### config.mk
export PLATFORM = sky130hd
export DESIGN_NAME = posit_field_mul_flat
export DESIGN_NICKNAME = d
export VERILOG_FILES = /design/src/rtl/posit_field_mul_if.sv /design/src/rtl/posit_field_mul.sv /design/src/flat_wrapper.sv
export SDC_FILE = /design/constraint.sdc
export NUM_CORES = 1
export LEC_CHECK = 0
export ABC_AREA = 1
export CORE_MARGIN = 1
export CORE_UTILIZATION = 55
export DETAILED_ROUTE_END_ITERATION = 8
export PLACE_DENSITY = 0.91
export RECOVER_POWER = 50
export REMOVE_ABC_BUFFERS = 1
export SLEW_MARGIN = 10
export SYNTH_ARGS = -nofsm -noshare
export SYNTH_HDL_FRONTEND = slang
export SYNTH_SLANG_ARGS = --single-unit
### constraint.sdc
create_clock -name clk -period 5.81 [get_ports clk]
set_clock_uncertainty 0.1 [all_clocks]
set_input_delay 0.581 -clock clk [delete_from_list [all_inputs] [get_ports clk]]
set_output_delay 0.581 -clock clk [all_outputs]
set_load 0.02 [all_outputs]
### src/rtl/posit_field_mul_if.sv
// Shared sign type and the operand/result handshake bundle for posit_field_mul.
// The master side supplies operands and accepts results; the slave side is the multiplier.
package posit_field_mul_pkg;
  typedef enum logic {POS = 1'b0, NEG = 1'b1} sign_t;
endpackage

interface posit_field_mul_if;
  import posit_field_mul_pkg::*;

  logic              in_valid;
  logic              in_ready;
  sign_t             a_sign;
  sign_t             b_sign;
  logic signed [7:0] a_regime;
  logic signed [7:0] b_regime;
  logic signed [7:0] a_exponent;
  logic signed [7:0] b_exponent;
  logic        [7:0] a_mantissa;
  logic        [7:0] b_mantissa;
  logic              a_zero;
  logic              b_zero;

  logic              out_valid;
  logic              out_ready;
  sign_t             sign;
  logic signed [7:0] regime;
  logic signed [7:0] exponent;
  logic        [7:0] mantissa;
  logic              zero;
  logic              sat;

  modport master (
    output in_valid, a_sign, b_sign, a_regime, b_regime, a_exponent, b_exponent,
           a_mantissa, b_mantissa, a_zero, b_zero, out_ready,
    input  in_ready, out_valid, sign, regime, exponent, mantissa, zero, sat
  );

  modport slave (
    input  in_valid, a_sign, b_sign, a_regime, b_regime, a_exponent, b_exponent,
           a_mantissa, b_mantissa, a_zero, b_zero, out_ready,
    output in_ready, out_valid, sign, regime, exponent, mantissa, zero, sat
  );
endinterface

### src/rtl/posit_field_mul.sv
// Two-stage multiplier for decoded posit fields: S1 forms the combined scale and the
// significand product, S2 normalises, splits into regime/exponent and saturates.
module posit_field_mul
  import posit_field_mul_pkg::*;
#(
  parameter int WIDTH = 7,
  parameter int EN    = 1
) (
  input logic clk,
  input logic rst_n,
  posit_field_mul_if.slave bus
);

  localparam logic signed [10:0] LIM = 11'(WIDTH - 2);

  logic              adv;
  logic              s1_valid;
  logic              s2_valid;
  logic signed [9:0] s1_sum;
  sign_t             s1_sign;
  logic              s1_zero;
  logic        [9:0] s1_prod;

  logic signed [9:0] scale_a;
  logic signed [9:0] scale_b;
  logic       [17:0] prod;
  logic              unused_prod_lo;

  logic signed [10:0] sum_n;
  logic signed [10:0] reg_full;
  logic        [7:0]  exp_low;
  logic        [7:0]  frac;

  assign adv          = ~s2_valid | bus.out_ready;
  assign bus.in_ready = adv;
  assign bus.out_valid = s2_valid;

  // scale = regime * 2^EN + exponent, kept in 10 signed bits
  assign scale_a = ($signed({{2{bus.a_regime[7]}}, bus.a_regime}) <<< EN)
                 + $signed({{2{bus.a_exponent[7]}}, bus.a_exponent});
  assign scale_b = ($signed({{2{bus.b_regime[7]}}, bus.b_regime}) <<< EN)
                 + $signed({{2{bus.b_exponent[7]}}, bus.b_exponent});

  assign prod           = 18'({1'b1, bus.a_mantissa}) * 18'({1'b1, bus.b_mantissa});
  assign unused_prod_lo = ^prod[7:0];

  // Only P[17:8] survives truncation, so S1 keeps just that slice of the product
  assign sum_n    = $signed({s1_sum[9], s1_sum}) + $signed({10'd0, s1_prod[9]});
  assign frac     = s1_prod[9] ? s1_prod[8:1] : s1_prod[7:0];
  assign reg_full = sum_n >>> EN;
  assign exp_low  = 8'(sum_n - (reg_full <<< EN));

  always_ff @(posedge clk or negedge rst_n) begin
    if (!rst_n) begin
      s1_valid     <= 1'b0;
      s2_valid     <= 1'b0;
      s1_sum       <= '0;
      s1_sign      <= POS;
      s1_zero      <= 1'b0;
      s1_prod      <= '0;
      bus.sign     <= POS;
      bus.regime   <= '0;
      bus.exponent <= '0;
      bus.mantissa <= '0;
      bus.zero     <= 1'b0;
      bus.sat      <= 1'b0;
    end else if (adv) begin
      s1_valid <= bus.in_valid;
      s2_valid <= s1_valid;
      if (bus.in_valid) begin
        s1_sum  <= scale_a + scale_b;
        s1_sign <= sign_t'(bus.a_sign ^ bus.b_sign);
        s1_zero <= bus.a_zero | bus.b_zero;
        s1_prod <= prod[17:8];
      end
      if (s1_valid) begin
        bus.zero <= s1_zero;
        if (s1_zero) begin
          bus.sign     <= POS;
          bus.regime   <= '0;
          bus.exponent <= '0;
          bus.mantissa <= '0;
          bus.sat      <= 1'b0;
        end else if (reg_full > LIM) begin
          bus.sign     <= s1_sign;
          bus.regime   <= LIM[7:0];
          bus.exponent <= '0;
          bus.mantissa <= '0;
          bus.sat      <= 1'b1;
        end else if (reg_full < -LIM) begin
          bus.sign     <= s1_sign;
          bus.regime   <= 8'(-LIM);
          bus.exponent <= '0;
          bus.mantissa <= '0;
          bus.sat      <= 1'b1;
        end else begin
          bus.sign     <= s1_sign;
          bus.regime   <= reg_full[7:0];
          bus.exponent <= exp_low;
          bus.mantissa <= frac;
          bus.sat      <= 1'b0;
        end
      end
    end
  end

endmodule

### src/flat_wrapper.sv
// flat-port wrapper written by rule: the top's interface ports become plain ports
module posit_field_mul_flat import posit_field_mul_pkg::*;
#(
  parameter int WIDTH = 7,
  parameter int EN    = 1
)
  (clk, rst_n, bus_in_valid, bus_a_sign, bus_b_sign, bus_a_regime, bus_b_regime, bus_a_exponent, bus_b_exponent, bus_a_mantissa, bus_b_mantissa, bus_a_zero, bus_b_zero, bus_out_ready, bus_in_ready, bus_out_valid, bus_sign, bus_regime, bus_exponent, bus_mantissa, bus_zero, bus_sat);
  posit_field_mul_if bus_i ();
  input logic clk;
  input logic rst_n;
  input wire logic [$bits(bus_i.in_valid)-1:0] bus_in_valid;
  input wire logic [$bits(bus_i.a_sign)-1:0] bus_a_sign;
  input wire logic [$bits(bus_i.b_sign)-1:0] bus_b_sign;
  input wire logic [$bits(bus_i.a_regime)-1:0] bus_a_regime;
  input wire logic [$bits(bus_i.b_regime)-1:0] bus_b_regime;
  input wire logic [$bits(bus_i.a_exponent)-1:0] bus_a_exponent;
  input wire logic [$bits(bus_i.b_exponent)-1:0] bus_b_exponent;
  input wire logic [$bits(bus_i.a_mantissa)-1:0] bus_a_mantissa;
  input wire logic [$bits(bus_i.b_mantissa)-1:0] bus_b_mantissa;
  input wire logic [$bits(bus_i.a_zero)-1:0] bus_a_zero;
  input wire logic [$bits(bus_i.b_zero)-1:0] bus_b_zero;
  input wire logic [$bits(bus_i.out_ready)-1:0] bus_out_ready;
  output wire logic [$bits(bus_i.in_ready)-1:0] bus_in_ready;
  output wire logic [$bits(bus_i.out_valid)-1:0] bus_out_valid;
  output wire logic [$bits(bus_i.sign)-1:0] bus_sign;
  output wire logic [$bits(bus_i.regime)-1:0] bus_regime;
  output wire logic [$bits(bus_i.exponent)-1:0] bus_exponent;
  output wire logic [$bits(bus_i.mantissa)-1:0] bus_mantissa;
  output wire logic [$bits(bus_i.zero)-1:0] bus_zero;
  output wire logic [$bits(bus_i.sat)-1:0] bus_sat;
  assign bus_i.in_valid = bus_in_valid;
  assign bus_i.a_sign = bus_a_sign;
  assign bus_i.b_sign = bus_b_sign;
  assign bus_i.a_regime = bus_a_regime;
  assign bus_i.b_regime = bus_b_regime;
  assign bus_i.a_exponent = bus_a_exponent;
  assign bus_i.b_exponent = bus_b_exponent;
  assign bus_i.a_mantissa = bus_a_mantissa;
  assign bus_i.b_mantissa = bus_b_mantissa;
  assign bus_i.a_zero = bus_a_zero;
  assign bus_i.b_zero = bus_b_zero;
  assign bus_i.out_ready = bus_out_ready;
  assign bus_in_ready = bus_i.in_ready;
  assign bus_out_valid = bus_i.out_valid;
  assign bus_sign = bus_i.sign;
  assign bus_regime = bus_i.regime;
  assign bus_exponent = bus_i.exponent;
  assign bus_mantissa = bus_i.mantissa;
  assign bus_zero = bus_i.zero;
  assign bus_sat = bus_i.sat;
  posit_field_mul #(.WIDTH(WIDTH), .EN(EN)) u_core (.clk(clk), .rst_n(rst_n), .bus(bus_i));
endmodule
==> results.yml <==
timing:
  fin_setup_tns_ps: 0
  setup_violations: 0
  finalCritPeriodShare_pct: 87.43
  slew_headroom_pct: -50.51
  maxSlewViolCount: 45
  final_hold_viol_count: 0
  rsz0062_at_grt: "false"
  fmax_mhz: 196.9
  hold_ws_ps: 359.8
  worst_slew_pin_slew_ps: 2258
  fin_crit_ps: 5080
  fin_ws_ps: 730.0
finish:
  drive_gt1_share_pct: 2.024
  area_growth_pct: 17.24
  layout.nets: 905
  final_core_util_pct: 66.77
  nFillCells: 735
  num_antenna_cells: 0
route:
  firstDrtPassIters: 5
  wire_per_inst_um: 13.28
  drt_wl_total_mm: 11.56
  vias_per_cell: 5.216
  vias: 4538
  drc: 0
  drt_iter0_markers: 267
  final_antenna_net_count: 0
yosys:
  synth-warning-count: 0
  synth_edf_count: 0
  netlist_top_cells_area: "fa_1 (25%), dfrtp_1 (21%), nand2_1 (15%), ha_1 (10%), inv_1 (9.7%)"
  ys.flop_type: "dfrtp_1"
  synthAdderAreaFrac_pct: 35.33
  syn_area_um2: 5263
  synth-async-reset-ratio_pct: 100.0
  seq_area_frac_synth_pct: 20.92
  synth_top_area_share_pct: 25.11
  synth_seq_cells: 44
  yosysTopAreaCell: "fa_1"
  synth_cell_types: 33
  avgSynthCellArea_um2: 7.716
  synth_commonest_cells: "nand2_1 (207), inv_1 (136), fa_1 (66), dfrtp_1 (44), ha_1 (43)"
  synth_mux_area_share_pct: 0.2140
  synth-simple-area-share_pct: 22.28
  synth.most_common_cell: "nand2_1"
  synth-xor-area-share_pct: 1.831
  synthCells: 682
  synth_top_family_by_area: "adder cells"
  synth_compound_area_share_pct: 6.467
place:
  portBuffers: 77
  dpl.hpwl_mm: 9.435
  pre_cts_ws_ps: 520.4
  place_congestion: 0.9030
worst_setup_path:
  cp_top_family: "adder cells"
  cp.required_ps: 5860
  rrSetupSlack_ps: 3300
  r2r_start: "u_core.s1_prod[9]"
  rr_endpoint: "u_core.bus.exponent[0]"
  cp.depth: 16
  cp_slowest_stage_delay_ps: 700
  cp.buffers_inverters: 5
  critPathCapture: "u_core.s1_prod[6]"
  worst-path-max-fanout: 9
  cp-startpoint: "bus_a_mantissa[3]"
  cp_slowest_cell: "clkdlybuf4s50_1"
  cp-end-kind: "flop"
  startpoint_type: "input port"
  r2r_cells: 12
  path_class: "input port to flop"
  crit_arrival_ps: 5130
  path_cells: "clkdlybuf4s50_1, inv_1, fa_1, inv_1, fa_1, fa_1, inv_1, fa_1, inv_1, ha_1, a21oi_1, o21ai_0, a31oi_1, nand3_1, nand3_1, o21ai_0"
grt:
  grt_use_total_pct: 25.37
  grt_max_degree: 45
  grt_pass1_wl_mm: 20.49
  antenna_found_initial: 0
  grt_pass1_vias: 4696
  grt_overflow: 0
die:
  die_w_um: 99.82
  die-area_um2: 9963
  rows: 35
  initial_core_util_pct: 56.95
  io_pins: 85
  die_h_um: 99.82
  core-area_um2: 9240
cts:
  cts_sinks: 44
  cts_root_buf: "clkbuf_8"
  htreeDepth: 2
  postCtsSetupBuffers: 0
  cts_tree: "built"
  clk_pin_slew_ps: 80
  worst_skew_pair.late_latency_ps: 300
  cts_max_path_buffers: 2
  ctsHoldBuffers: 0
  numCtsBuffers: 5
  post_cts_resize_count: 0
power:
  ir_drop_v: 0.0001783
  cellLeakagePower_nw: 3.371
  power_per_cell_area_nw_per_um2: 374.8
  power_w: 0.002312
outcome:
  outcome: "complete, but fails checks"
  violations: "capacitance limit, slew limit"
job:
  cap_violations: 1
worst_hold_path:
  min_from: "u_core.s1_valid"
  hold_class: "flop to flop"
-- worst register-to-register path, delay by kind of cell, from the launching register on --
family	cells	cell delay (ps)
AND/OR/NAND/NOR	10	1190
flip-flops	1	660
adder cells (fa/ha/maj)	2	500
-- layer usage --
metal	routed length, um	part of all wire (%)	up-vias	track usage (%)
li1	-	-	2180	-
met1	4866	42	2168	33.13
met2	5842	51	178	44.88
met3	706	6.1	12	3.134
met4	139	1.2	0	6.674
met5	0	0	-	0
-- sequential cells by signal, summed over array words and instances, names as in the netlist --
signal and flops:
u_core.s1_prod 10, u_core.s1_sum 10, u_core.bus.mantissa 8, u_core.bus.regime 8
u_core.bus.exponent 1, u_core.bus.out_valid 1, u_core.bus.sat 1, u_core.bus.sign 1
u_core.bus.zero 1, u_core.s1_sign 1, u_core.s1_valid 1, u_core.s1_zero 1
-- report_power, final --
group / internal (W) / switching [W] / leakage, nW
Combinational: 0.000595 / 0.000957 / 2.75
Sequential: 0.000418 / 0.0000846 / 0.557
Clock: 0.000152 / 0.000105 / 0.0645
-- placed cells by master (no fill, tap or decap), types with 4 or more instances in the layout --
master	instances
xnor2_1	6
dlygate4sd3_1	11
nand4_1	14
ha_1	43
xor2_1	5
o22ai_1	4
nor2_1	28
fa_1	66
conb_1	7
nand3_1	22
clkbuf_8	7
a21oi_1	24
inv_1	136
dfrtp_1	44
nand2_1	207
clkdlybuf4s50_1	65
o21ai_0	26
-- per-stage QoR --
| step | std cells | area, um^2 |
|---|---|---|
| after floorplan | 656 | 5117 |
| after CTS | 870 | 6171 |
| after detailed placement | 862 | 6045 |
| final | 870 | 6170 |
| after global placement | 862 | 6045 |
| after global routing | 870 | 6170 |
-- cell families (layout without fill, tap and decap cells) --
logic type,Yosys count,after routing
mux,1,1
fa+ha+maj,109,109
simple gates,285,285
compound gates,63,63
xor+xnor,11,11
buf+inv,168,221
flops,44,44
other cells,1,7
-- worst min path at each step --
stage	endpoint	slack (ps)	depth (start not counted)
after floorplan	u_core.bus.exponent[0]	190	0
after global placement	u_core.bus.out_valid	340	2
after detailed placement	u_core.bus.out_valid	350	2
after CTS	u_core.bus.regime[5]	350	1
after global routing	u_core.bus.out_valid	390	2
final	u_core.bus.out_valid	360	2
-- layout make-up --
cell class / count / area [um^2] / share of cell area [%]
multi-input combinational: 476 / 3506 / 56.82
sequential: 44 / 1101 / 17.85
timing repair buffer: 77 / 764.5 / 12.39
inverter: 136 / 510.5 / 8.274
tap: 129 / 161.4 / 2.616
clock buffer: 7 / 96.34 / 1.562
clock inverter: 1 / 30.03 / 0.4867
No activity file was read; power rests on OpenSTA's default activity.
